File: src/rtl/vga_scene_sequencer.sv
// Frame-rate scene sequencer: vsync frame detect, animation counter, fade FSM.
// Optional pause/single-step support is compiled in with SEQ_PAUSE_EN.
module vga_scene_sequencer #(
    parameter int CNT_W       = 10,
    parameter int SCENE_W     = 2,
    parameter int NUM_SCENES  = 4,
    parameter int HOLD_FRAMES = 120,
    parameter int FADE_DIV    = 8
) (
    input  logic               clk,
    input  logic               rst_n,
    input  logic               vsync,
    input  logic               enable,
    input  logic               pause,
    input  logic               step,
    output logic               frame_tick,
    output logic [CNT_W-1:0]   anim_counter,
    output logic [SCENE_W-1:0] scene,
    output logic [1:0]         brightness,
    output logic [1:0]         seq_state
);

    localparam int SUB_MAX = (HOLD_FRAMES > FADE_DIV) ? HOLD_FRAMES : FADE_DIV;
    localparam int SUB_W   = (SUB_MAX > 1) ? $clog2(SUB_MAX) : 1;

    localparam logic [SUB_W-1:0]   FADE_LAST  = SUB_W'(FADE_DIV - 1);
    localparam logic [SUB_W-1:0]   HOLD_LAST  = SUB_W'(HOLD_FRAMES - 1);
    localparam logic [SCENE_W-1:0] SCENE_LAST = SCENE_W'(NUM_SCENES - 1);

    typedef enum logic [1:0] {
        BLACK    = 2'd0,
        FADE_IN  = 2'd1,
        HOLD     = 2'd2,
        FADE_OUT = 2'd3
    } state_t;

    state_t             state_q, state_d;
    logic [SUB_W-1:0]   sub_q, sub_d;
    logic [1:0]         bright_q, bright_d;
    logic [SCENE_W-1:0] scene_q, scene_d;
    logic [CNT_W-1:0]   anim_q, anim_d;
    logic               vsync_q;
    logic               tick;
    logic               advance;

    assign tick = vsync & ~vsync_q;

`ifdef SEQ_PAUSE_EN
    logic step_q;
    logic step_pend;
    logic step_set;
    logic step_use;

    // A pending step lets exactly one paused tick through.
    assign step_set = step & ~step_q & pause;
    assign step_use = tick & enable & pause & step_pend;
    assign advance  = tick & enable & (~pause | step_pend);

    always_ff @(posedge clk or negedge rst_n) begin
        if (!rst_n) begin
            step_q    <= 1'b0;
            step_pend <= 1'b0;
        end else begin
            step_q <= step;
            if (step_set)
                step_pend <= 1'b1;
            else if (step_use)
                step_pend <= 1'b0;
        end
    end
`else
    logic unused_pause_pins;

    assign unused_pause_pins = pause ^ step;
    assign advance = tick & enable;
`endif

    always_ff @(posedge clk or negedge rst_n) begin
        if (!rst_n) begin
            vsync_q    <= 1'b0;
            frame_tick <= 1'b0;
            state_q    <= BLACK;
            sub_q      <= '0;
            bright_q   <= 2'd0;
            scene_q    <= '0;
            anim_q     <= '0;
        end else begin
            vsync_q    <= vsync;
            frame_tick <= tick;
            state_q    <= state_d;
            sub_q      <= sub_d;
            bright_q   <= bright_d;
            scene_q    <= scene_d;
            anim_q     <= anim_d;
        end
    end

    always_comb begin
        state_d  = state_q;
        sub_d    = sub_q;
        bright_d = bright_q;
        scene_d  = scene_q;
        anim_d   = anim_q;
        if (advance) begin
            anim_d = anim_q + 1'b1;
            unique case (state_q)
                BLACK: begin
                    state_d = FADE_IN;
                    sub_d   = '0;
                end
                FADE_IN: begin
                    if (sub_q == FADE_LAST) begin
                        sub_d = '0;
                        if (bright_q != 2'd3)
                            bright_d = bright_q + 2'd1;
                        if (bright_q >= 2'd2)
                            state_d = HOLD;
                    end else begin
                        sub_d = sub_q + 1'b1;
                    end
                end
                HOLD: begin
                    if (sub_q == HOLD_LAST) begin
                        sub_d   = '0;
                        state_d = FADE_OUT;
                    end else begin
                        sub_d = sub_q + 1'b1;
                    end
                end
                FADE_OUT: begin
                    if (sub_q == FADE_LAST) begin
                        sub_d = '0;
                        if (bright_q != 2'd0)
                            bright_d = bright_q - 2'd1;
                        // Scene changes as the fade bottoms out.
                        if (bright_q <= 2'd1) begin
                            state_d = FADE_IN;
                            scene_d = (scene_q == SCENE_LAST) ? '0
                                                              : scene_q + 1'b1;
                        end
                    end else begin
                        sub_d = sub_q + 1'b1;
                    end
                end
                default: state_d = BLACK;
            endcase
        end
    end

    assign anim_counter = anim_q;
    assign scene        = scene_q;
    assign brightness   = bright_q;
    assign seq_state    = state_q;

endmodule
File: config.mk
export PLATFORM = sky130hd
export DESIGN_NAME = vga_scene_sequencer
export DESIGN_NICKNAME = d
export VERILOG_FILES = /design/src/rtl/vga_scene_sequencer.sv
export SDC_FILE = /design/constraint.sdc
export NUM_CORES = 1
export LEC_CHECK = 0
export CAP_MARGIN = 15
export CORE_ASPECT_RATIO = 1.1
export CORE_UTILIZATION = 25
export CTS_CLUSTER_SIZE = 16
export DETAILED_ROUTE_END_ITERATION = 10
export GPL_ROUTABILITY_DRIVEN = 0
export GPL_TIMING_DRIVEN = 0
export PLACE_DENSITY = 0.53
export SETUP_SLACK_MARGIN = 0.05
export SYNTH_ARGS = -nofsm -noshare
export SYNTH_HDL_FRONTEND = slang
export SYNTH_SLANG_ARGS = --single-unit
File: constraint.sdc
create_clock -name clk -period 2.1 [get_ports clk]
set_input_delay 0.315 -clock clk [delete_from_list [all_inputs] [get_ports clk]]
set_output_delay 0.315 -clock clk [all_outputs]
set_load 0.02 [all_outputs]
==> metrics.md <==
| Metric | Value |
|---|---|
| Vias per std cell | approximately 4.5 |
| RSZ-0062 raised after global routing | no |
| Synth Flop Type | dfrtp_1 |
| Fmax | 0.541 GHz |
| Maxcap violations | 0 |
| Final hold violations | 0 |
| Initial DRC count | 48 |
| Initial antenna violation count | 0 |
| Distinct cells, synth | between 40 and 50 |
| Synth Warn # | 0 |
| CORE AREA | between 0.005 and 0.006 mm2 |
| DR vias | 987 |
| Max layer used | met4 |
| Cells taking the most area after synthesis | dfrtp_1 46%, ha_1 11%, xnor2_1 5.8%, nand3_1 3.3%, nand2_1 3.3% |
| Seq/Total Area, Yosys | 0.462 |
| Average cell area after synthesis | 11.1 um2 |
| DRT Wirelength | 2520 um |
| Dpl cell area | 0.00165 mm2 |
| Worst-Margin Slew | 0.471 ns |
| TritonCTS clock tree | yes |
| PD cells | between 700 and 800 mW/mm2 |
| Area Overhead vs Synth | 27.1% |
| DR WL/cell | around 12 um |
| CP required | around 2.3 ns |
| Top cells by count, synth | 25 x dfrtp_1, 12 x ha_1, 12 x nand2_1 |
| Yosys top cell area share | 0.462 |
| Largest net degree at the start of global routing | 26 |
| Final Instance Area | ~0.0017 mm2 |
| Final Max Slew Viols | 0 |
| Root Buffer | clkbuf_8 |
| CTS Buf Count | 3 |
| Layout Skew | 0.00283 ns |
| Setup Buffers After CTS | 0 |
| Peak supply drop | just over 0.2 mV |
| Worst setup SP type | flip-flop |
| Worst-case clock buffer depth | 2 |
| Final Cycle Share | 0.880 |
| Metal-1 WL | between 1000 and 1500 um |
| WL met2 | 1240 um |
| Synth Net Count | 140 |
| Worst Setup SP | sub_q[4]$_DFFE_PN0N_ |
| Count leader, synth | dfrtp_1 |
| Share of cells above drive strength 1 | 0.116 |
| Synth Register Bits | 25 |
| NumNets Final | 166 |
| R2r startpoint | sub_q[4]$_DFFE_PN0N_ |
| Area leader, netlist | dfrtp_1 |
| Clock latency on the worst-skew pair | ~0.27 ns |
| Slew headroom | 0.686 |
| Num rows | 27 |
| Crit end category | flip-flop |
| Static Leakage | 0.722 nW |
| Die ar. | between 0.005 and 0.006 mm2 |
| Post-Syn Instances | approximately 120 |
| CP Max Fanout | 7 |
| Fill count | ~520 |
| RR Endpoint | sub_q[4]$_DFFE_PN0N_ |
| Setup TNS | 0 ns |
| Register-to-register setup slack | approximately 0.25 ns |
| GRT overflow | 0 |
| Initial core utilization | 0.266 |
| WL met3 | between 70 and 80 um |
| Hold buffers post-CTS | 0 |
| GR Util All Layers | 0.0975 |
| Status | finished, final reports clean |
| Count of final setup violators | 0 |
| Sink Count | 25 |
| Residual DRC | 0 |
| WS Path Type | reg2reg |
| First-pass GRT wire length | around 4400 um |
| FF-to-FF path depth | 4 |
| Post-DP HPWL | approximately 1900 um |
| Chip width | 72.2 um |
| Mapped cell area | approximately 0.0014 mm2 |
| I/O pin total | 23 |
| Vias in the first global route | 1007 |
| Arrival time at the worst endpoint | roughly 2 ns |
| Antenna diodes | 0 |
| CTS-repair resized insts | 0 |
| Hold Path Class | in2async |
| Routed Antenna Nets | 0 |
| Min cycle time layout | approximately 1.8 ns |
| Drt pass-1 iters | 4 |
| IO buf count | 20 |
| CTS clock-pin slew for the worst setup and hold paths | approximately 0.09 ns |
| Post-synth EDFFs | 0 |
| Die height | roughly 79 um |
| Post-synth ARST share | 1.00 |
| H-tree depth | 1 |
## area by class of cell
type | instances | area [um2] | area share
Buffer | 1 | 3.75 | 0.00218
Clock buffer | 3 | 41.3 | 0.0240
Clock inverter | 1 | 7.51 | 0.00436
Inverter | 5 | 18.8 | 0.0109
Multi-Input combinational cell | 91 | 707 | 0.411
Sequential cell | 25 | 626 | 0.363
Tap cell | 72 | 90.1 | 0.0523
Timing Repair Buffer | 21 | 228 | 0.132
## metrics by stage
| step | util | total power, mW | std cells | setup WS (ns) | hold WS (ns) |
|---|---|---|---|---|---|
| global placement | 0.323 | 0.957 | 214 | 0.0423 | 0.427 |
| finish | 0.338 | 1.26 | 219 | 0.251 | 0.307 |
| detailed placement | 0.323 | 0.971 | 214 | 0.0452 | 0.432 |
| global route | 0.338 | 1.34 | 219 | 0.111 | 0.320 |
| floorplan | - | 0.821 | 122 | 0.391 | 0.0194 |
| CTS | 0.332 | 1.27 | 218 | 0.167 | 0.445 |
## layout by cell type, fill, tap and decap left out, types with 3 or more instances in the layout
cell,n
xnor2_1,9
nand3_1,9
inv_1,5
clkbuf_8,3
o21ai_0,5
clkdlybuf4s50_1,20
nor3_1,3
dfrtp_1,25
ha_1,12
mux2_2,3
nand2_1,12
## sequential cells by signal, summed over array words and instances (netlist names)
register and flops:
sub_q 7, anim_counter 10, scene 2, vsync_q 1
frame_tick 1, brightness 2, seq_state 2
## per-layer routing
metal / vias up / global-route usage
met1: 473 / 0.119
met3: 5 / 0.0178
met2: 21 / 0.169
li1: 488 / -
met5: - / 0
met4: 0 / 0.0353
## critical path, cell delays in order (launching register included)
cell and delay (ns):
dfrtp_1 0.45, or3_1 0.42, o22ai_1 0.27, a21oi_1 0.22, a221o_2 0.37
## how the worst max path moves through the flow
stage / to / slack (ns) / cells after the start
floorplan: sub_q[4]$_DFFE_PN0N_ / 0.39 / 4
global placement: seq_state[1]$_DFFE_PN0P_ / 0.04 / 5
detailed placement: sub_q[4]$_DFFE_PN0N_ / 0.05 / 5
CTS: sub_q[4]$_DFFE_PN0N_ / 0.17 / 5
global route: sub_q[4]$_DFFE_PN0N_ / 0.11 / 5
finish: sub_q[4]$_DFFE_PN0N_ / 0.25 / 4
## cell families (layout without fill, tap and decap cells)
| group | after synthesis | count (layout) | share of synthesized area |
|---|---|---|---|
| muxes | 5 | 5 | 0.0397 |
| AOI/OAI and AO/OA | 19 | 19 | 0.116 |
| xor gates and xnor gates | 11 | 11 | 0.0711 |
| buffers and inverters | 6 | 31 | 0.0166 |
| DFF | 25 | 25 | 0.462 |
| and+or+nand+nor | 44 | 44 | 0.184 |
| adders and majority gates | 12 | 12 | 0.111 |
## power by group
part	leakage, nW	internal [mW]	switching [mW]
combinational	0.402	0.172	0.156
clock	0.0217	0.135	0.158
sequential	0.299	0.551	0.0847
Note: power is estimated with default switching activity, not from simulation.
==> edit 1, RTL diff (same settings) <==
`FADE_DIV`: 8 -> 32.
--- a/src/rtl/vga_scene_sequencer.sv
+++ b/src/rtl/vga_scene_sequencer.sv
@@ -5,7 +5,7 @@
     parameter int SCENE_W     = 2,
     parameter int NUM_SCENES  = 4,
     parameter int HOLD_FRAMES = 120,
-    parameter int FADE_DIV    = 8
+    parameter int FADE_DIV    = 32
 ) (
     input  logic               clk,
     input  logic               rst_n,
Formal check against the unedited RTL: no difference found for any inputs over 10 cycles, from zero or initial values and one cycle with rst_n low; that may be too few to reach the edited logic, so the function may still have changed.
==> edit 1 against the unedited design <==
  * Sequential cell count is the same
  * Sequential share of layout area down 1.7 points
  * Count of clock-buffer cells in the layout did not move
  * Fmax is 4.0% lower
  * Global-route usage increased by 0.20 points
  * Routed wire length about the same
  * Cell area increased by 4.9%
  * Setup slack worse by 0.077 ns
  * Synthesized cell count increased by 11%
  * Synthesized area is 3.3% higher
  * Critical path type unchanged
Power is not compared: it rests on default switching activity, and its combinational part moved more than twofold at a synthesized area within 25%.
==> edit 1: results (changes against the unedited design) <==
Syn Inst Count -> 135 (was 122)
DR WL met2 -> 1.15 mm (was 1.24 mm)
dpl hpwl -> 1.91 mm (was 1.90 mm)
Vias/cell -> 4.34 (was 4.51)
Detailed Route Iter0 Violations -> 23 (was 48)
top cells by count, synth -> dfrtp_1, nand2_1, nor2_1, ha_1, o21ai_0 (was dfrtp_1, ha_1, nand2_1, nand3_1, xnor2_1)
met2 Resource Use GR -> 0.167 (was 0.169)
first-pass GRT wire length -> 4.46 mm (was 4.39 mm)
met3 WL -> 117 um (was 71 um)
Worst-Margin Slew -> 0.505 ns (was 0.471 ns)
Layout Nets -> 181 (was 166)
register area share after synthesis -> 0.447 (was 0.462)
Compound-Gate Fraction of Synth Area -> 0.104 (was 0.116)
M3 GR Usage -> 0.0263 (was 0.0178)
CP Max Fanout -> 5 (was 7)
status -> completed (unchanged)
delay-heaviest family, CP -> simple AND/OR/NAND/NOR gates (was compound AO/OA/AOI/OAI gates)
post-synthesis mux area share -> 0.0527 (was 0.0397)
placement-stage cell area -> 0.00172 mm2 (was 0.00165 mm2)
Worst EP arrival -> 2.09 ns (was 2.01 ns)
XOR/XNOR share of the synthesized area -> 0.0688 (was 0.0711)
placed cell count -> 231 (was 214)
M1 WL -> 1.22 mm (was 1.18 mm)
largest net degree at the start of global routing -> 20 (was 26)
layout cell share with drive strength beyond 1 -> 0.0926 (was 0.116)
WL final -> 2.52 mm (about the same)
peak supply drop -> 0.547 mV
Layout area overhead -> 29.0% (was 27.1%)
Remaining Overflow, GRT -> 0 (unchanged)
clock root cell -> clkbuf_8 (unchanged)
fillers -> 582 (was 518)
max layer used -> met4 (unchanged)
Yosys cell types -> 33 (was 41)
slowest stage cell, crit path -> or4_4 (was dfrtp_1)
top post-synthesis cells by area -> dfrtp_1, ha_1, nand2_1 (was dfrtp_1, ha_1, xnor2_1)
Mapped Nets -> 153 (was 140)
GRT met1 Usage -> 0.117 (was 0.119)
setup clock skew after layout -> 0.00252 ns (was 0.00283 ns)
vias in the first global route -> 1,012 (was 1,007)
FF-to-FF setup slack -> 0.17 ns (was 0.25 ns)
wire length per cell -> 10.6 um (was 11.5 um)
==> edit 1: repair_timing <==
action | CTS | global route
setup buffers | 0 | 2
setup endpoints to repair | 0 | 2
resized for setup | 0 | 4
==> edit 1: worst paths after layout <==
check | endpoint | startpoint | depth (start not counted)
setup / recovery | scene[1] | sub_q[0] | 5
hold / removal | brightness[1] | rst_n | 1
setup reg to reg | scene[1] | sub_q[0] | 5
hold reg to reg | frame_tick | vsync_q | 1
max in group asynchronous | anim_counter[2] | rst_n | 2
min in group clk | frame_tick | vsync_q | 1
==> edit 1: power by group through the flow <==
stage | sequential (W) | combinational (W) | clock (W)
2_1_floorplan | 0.000831 | 0.000457 | 0
3_3_place_gp | 0.000776 | 0.000789 | 0
3_5_place_dp | 0.000771 | 0.000802 | 0
4_1_cts | 0.000765 | 0.000806 | 0.000315
5_1_grt | 0.000800 | 0.000917 | 0.000332
6_report | 0.000771 | 0.000813 | 0.000298
==> edit 1: stage by stage <==
step | total power (W) | setup slack, ns | hold slack [ns]
after floorplan | 0.00129 | 0.220 | 0.0194
after global placement | 0.00157 | -0.149 | 0.418
after detailed placement | 0.00157 | -0.130 | 0.419
after CTS | 0.00189 | 0.0912 | 0.349
after global routing | 0.00205 | 0.0575 | 0.352
final | 0.00188 | 0.175 | 0.339
==> edit 1: layout make-up <==
cell class / instances / share of cell area
flip-flops and latches: 25 / 0.347
inverters: 4 / 0.00832
clock inverters: 1 / 0.00416
repair buffers: 23 / 0.134
well taps: 75 / 0.0520
multi-input cells: 104 / 0.428
plain buffers: 2 / 0.00416
clock buffers: 3 / 0.0229
==> edit 2, RTL diff (same settings) <==
Made on the original files. Add an input register stage for `vsync`, cleared by the reset; this delays it by one clock. The other inputs are not delayed to match.
--- a/src/rtl/vga_scene_sequencer.sv
+++ b/src/rtl/vga_scene_sequencer.sv
@@ -34,6 +34,16 @@
         FADE_OUT = 2'd3
     } state_t;
 
+    logic vsync_r;
+
+    always_ff @(posedge clk or negedge rst_n) begin
+        if (!rst_n) begin
+            vsync_r <= '0;
+        end else begin
+            vsync_r <= vsync;
+        end
+    end
+
     state_t             state_q, state_d;
     logic [SUB_W-1:0]   sub_q, sub_d;
     logic [1:0]         bright_q, bright_d;
@@ -43,7 +53,7 @@
     logic               tick;
     logic               advance;
 
-    assign tick = vsync & ~vsync_q;
+    assign tick = vsync_r & ~vsync_q;
 
 `ifdef SEQ_PAUSE_EN
     logic step_q;
@@ -85,7 +95,7 @@
             scene_q    <= '0;
             anim_q     <= '0;
         end else begin
-            vsync_q    <= vsync;
+            vsync_q    <= vsync_r;
             frame_tick <= tick;
             state_q    <= state_d;
             sub_q      <= sub_d;
Function: changed (a bounded check fails within 4 cycles, from zero or initial values and one cycle with rst_n low).
==> edit 2 against the unedited design <==
  * Die area increased by 1.8%
  * Cell area increased by 2.3%
  * Final cell count increased by 1.8%
  * Sequential share of layout area increased by 0.62 points
  * Synthesized area increased by 1.8%
  * Sequential cell count increased by 1
  * Fmax increased by 0.79%
  * Total power increased by 25%
  * Setup slack improved by 0.014 ns
  * Clock skew increased by 0.0018 ns
  * Routed wire length decreased by 1.1%
  * Count of clock-buffer cells in the layout unchanged
  * Combinational power increased by 44%
  * Critical path type unchanged
  * Largest power group unchanged
  * Highest routed layer unchanged
==> edit 2: results (changes against the unedited design) <==
status -> completed (unchanged)
dpl hpwl -> 1.91 mm (was 1.90 mm)
largest net degree at the start of global routing -> 27 (was 26)
Syn Area/Cell -> 11.2 um2 (was 11.1 um2)
M1 WL -> 1.23 mm (was 1.18 mm)
DR WL met2 -> 1.17 mm (was 1.24 mm)
Worst-Margin Slew -> 0.656 ns (was 0.471 ns)
XOR/XNOR share of the synthesized area -> 0.0698 (was 0.0711)
Sw Ratio -> 0.319 (was 0.318)
Vias/cell -> 4.44 (was 4.51)
Post-CTS Setup Repair Bufs -> 0 (unchanged)
post-synthesis mux area share -> 0.0390 (was 0.0397)
first-pass GRT wire length -> 4.41 mm (was 4.39 mm)
setup clock skew after layout -> 0.00465 ns (was 0.00283 ns)
peak supply drop -> 0.550 mV (was 0.207 mV)
clock root cell -> clkbuf_8 (unchanged)
layout cell share with drive strength beyond 1 -> 0.115 (was 0.116)
Reg clk slew, reported paths -> 0.09 ns (about the same)
GR Util All Layers -> 0.0949 (was 0.0975)
vias in the first global route -> 1,030 (was 1,007)
Compound-Gate Fraction of Synth Area -> 0.114 (was 0.116)
top post-synthesis cells by area -> dfrtp_1, ha_1, xnor2_1 (unchanged)
cell leakage power -> 0.748 nW (was 0.722 nW)
Layout Nets -> 167 (was 166)
Post-Synth Adder-Cell Area -> 0.109 (was 0.111)
met3 WL -> 85 um (was 71 um)
fillers -> 557 (was 518)
top cells by count, synth -> dfrtp_1, ha_1, nand2_1, nand3_1, xnor2_1 (unchanged)
placed cell count -> 218 (was 214)
maximum root-to-sink buffer count -> 2 (unchanged)
Mapped Nets -> 141 (was 140)
Detailed Route Iter0 Violations -> 23 (was 48)
WL final -> 2.50 mm (was 2.52 mm)
M3 GR Usage -> 0.0177 (was 0.0178)
register area share after synthesis -> 0.471 (was 0.462)
Worst EP arrival -> 1.99 ns (was 2.01 ns)
GRT met1 Usage -> 0.125 (was 0.119)
met2 Resource Use GR -> 0.157 (was 0.169)
wire length per cell -> 11.2 um (was 11.5 um)
-- edit 2: cell count changes after synthesis --
| cell | unedited run | this run |
|---|---|---|
| dfrtp_1 | 25 | 26 |
-- edit 2: per-stage QoR --
step	worst slack [ns]	hold slack [ns]	power, W	instance area (um2)
finish	0.266	0.443	0.00156	1760
global route	0.117	0.461	0.00167	1760
CTS	0.231	0.448	0.00158	1750
detailed placement	0.0772	0.431	0.00117	1670
global placement	0.0510	0.415	0.00115	1670
floorplan	0.391	0.0194	0.000983	1380
-- edit 2: power by group through the flow --
stage	logic (W)	clock network, W	registers (W)
after CTS	0.000477	0.000420	0.000684
after global routing	0.000528	0.000441	0.000701
final	0.000472	0.000408	0.000684
after detailed placement	0.000474	0	0.000693
after global placement	0.000467	0	0.000687
after floorplan	0.000251	0	0.000732
-- edit 2: layout make-up --
cell class / count / area share
clock buffers: 3 / 0.0235
repair buffers: 21 / 0.122
well taps: 75 / 0.0533
clock inverters: 1 / 0.0171
flip-flops and latches: 26 / 0.370
multi-input cells: 91 / 0.402
inverters: 5 / 0.0107
plain buffers: 1 / 0.00213
-- edit 2: cell families (layout without fill, tap and decap cells) --
logic type,after synthesis,count (layout)
simple gates,44,44
flops,26,26
compound gates,19,19
fa+ha+maj,12,12
xor+xnor,11,11
buf+inv,6,31
mux,5,5
-- edit 2: worst paths after layout --
path / to / slack [ns] / depth (start not counted)
setup reg to reg: sub_q[4] / 0.27 / 4
hold reg to reg: frame_tick / 0.45 / 1
max in group asynchronous: brightness[1] / 1.14 / 2
hold / removal: anim_counter[4] / 0.44 / 1
min in group clk: frame_tick / 0.45 / 1
setup / recovery: sub_q[4] / 0.27 / 4
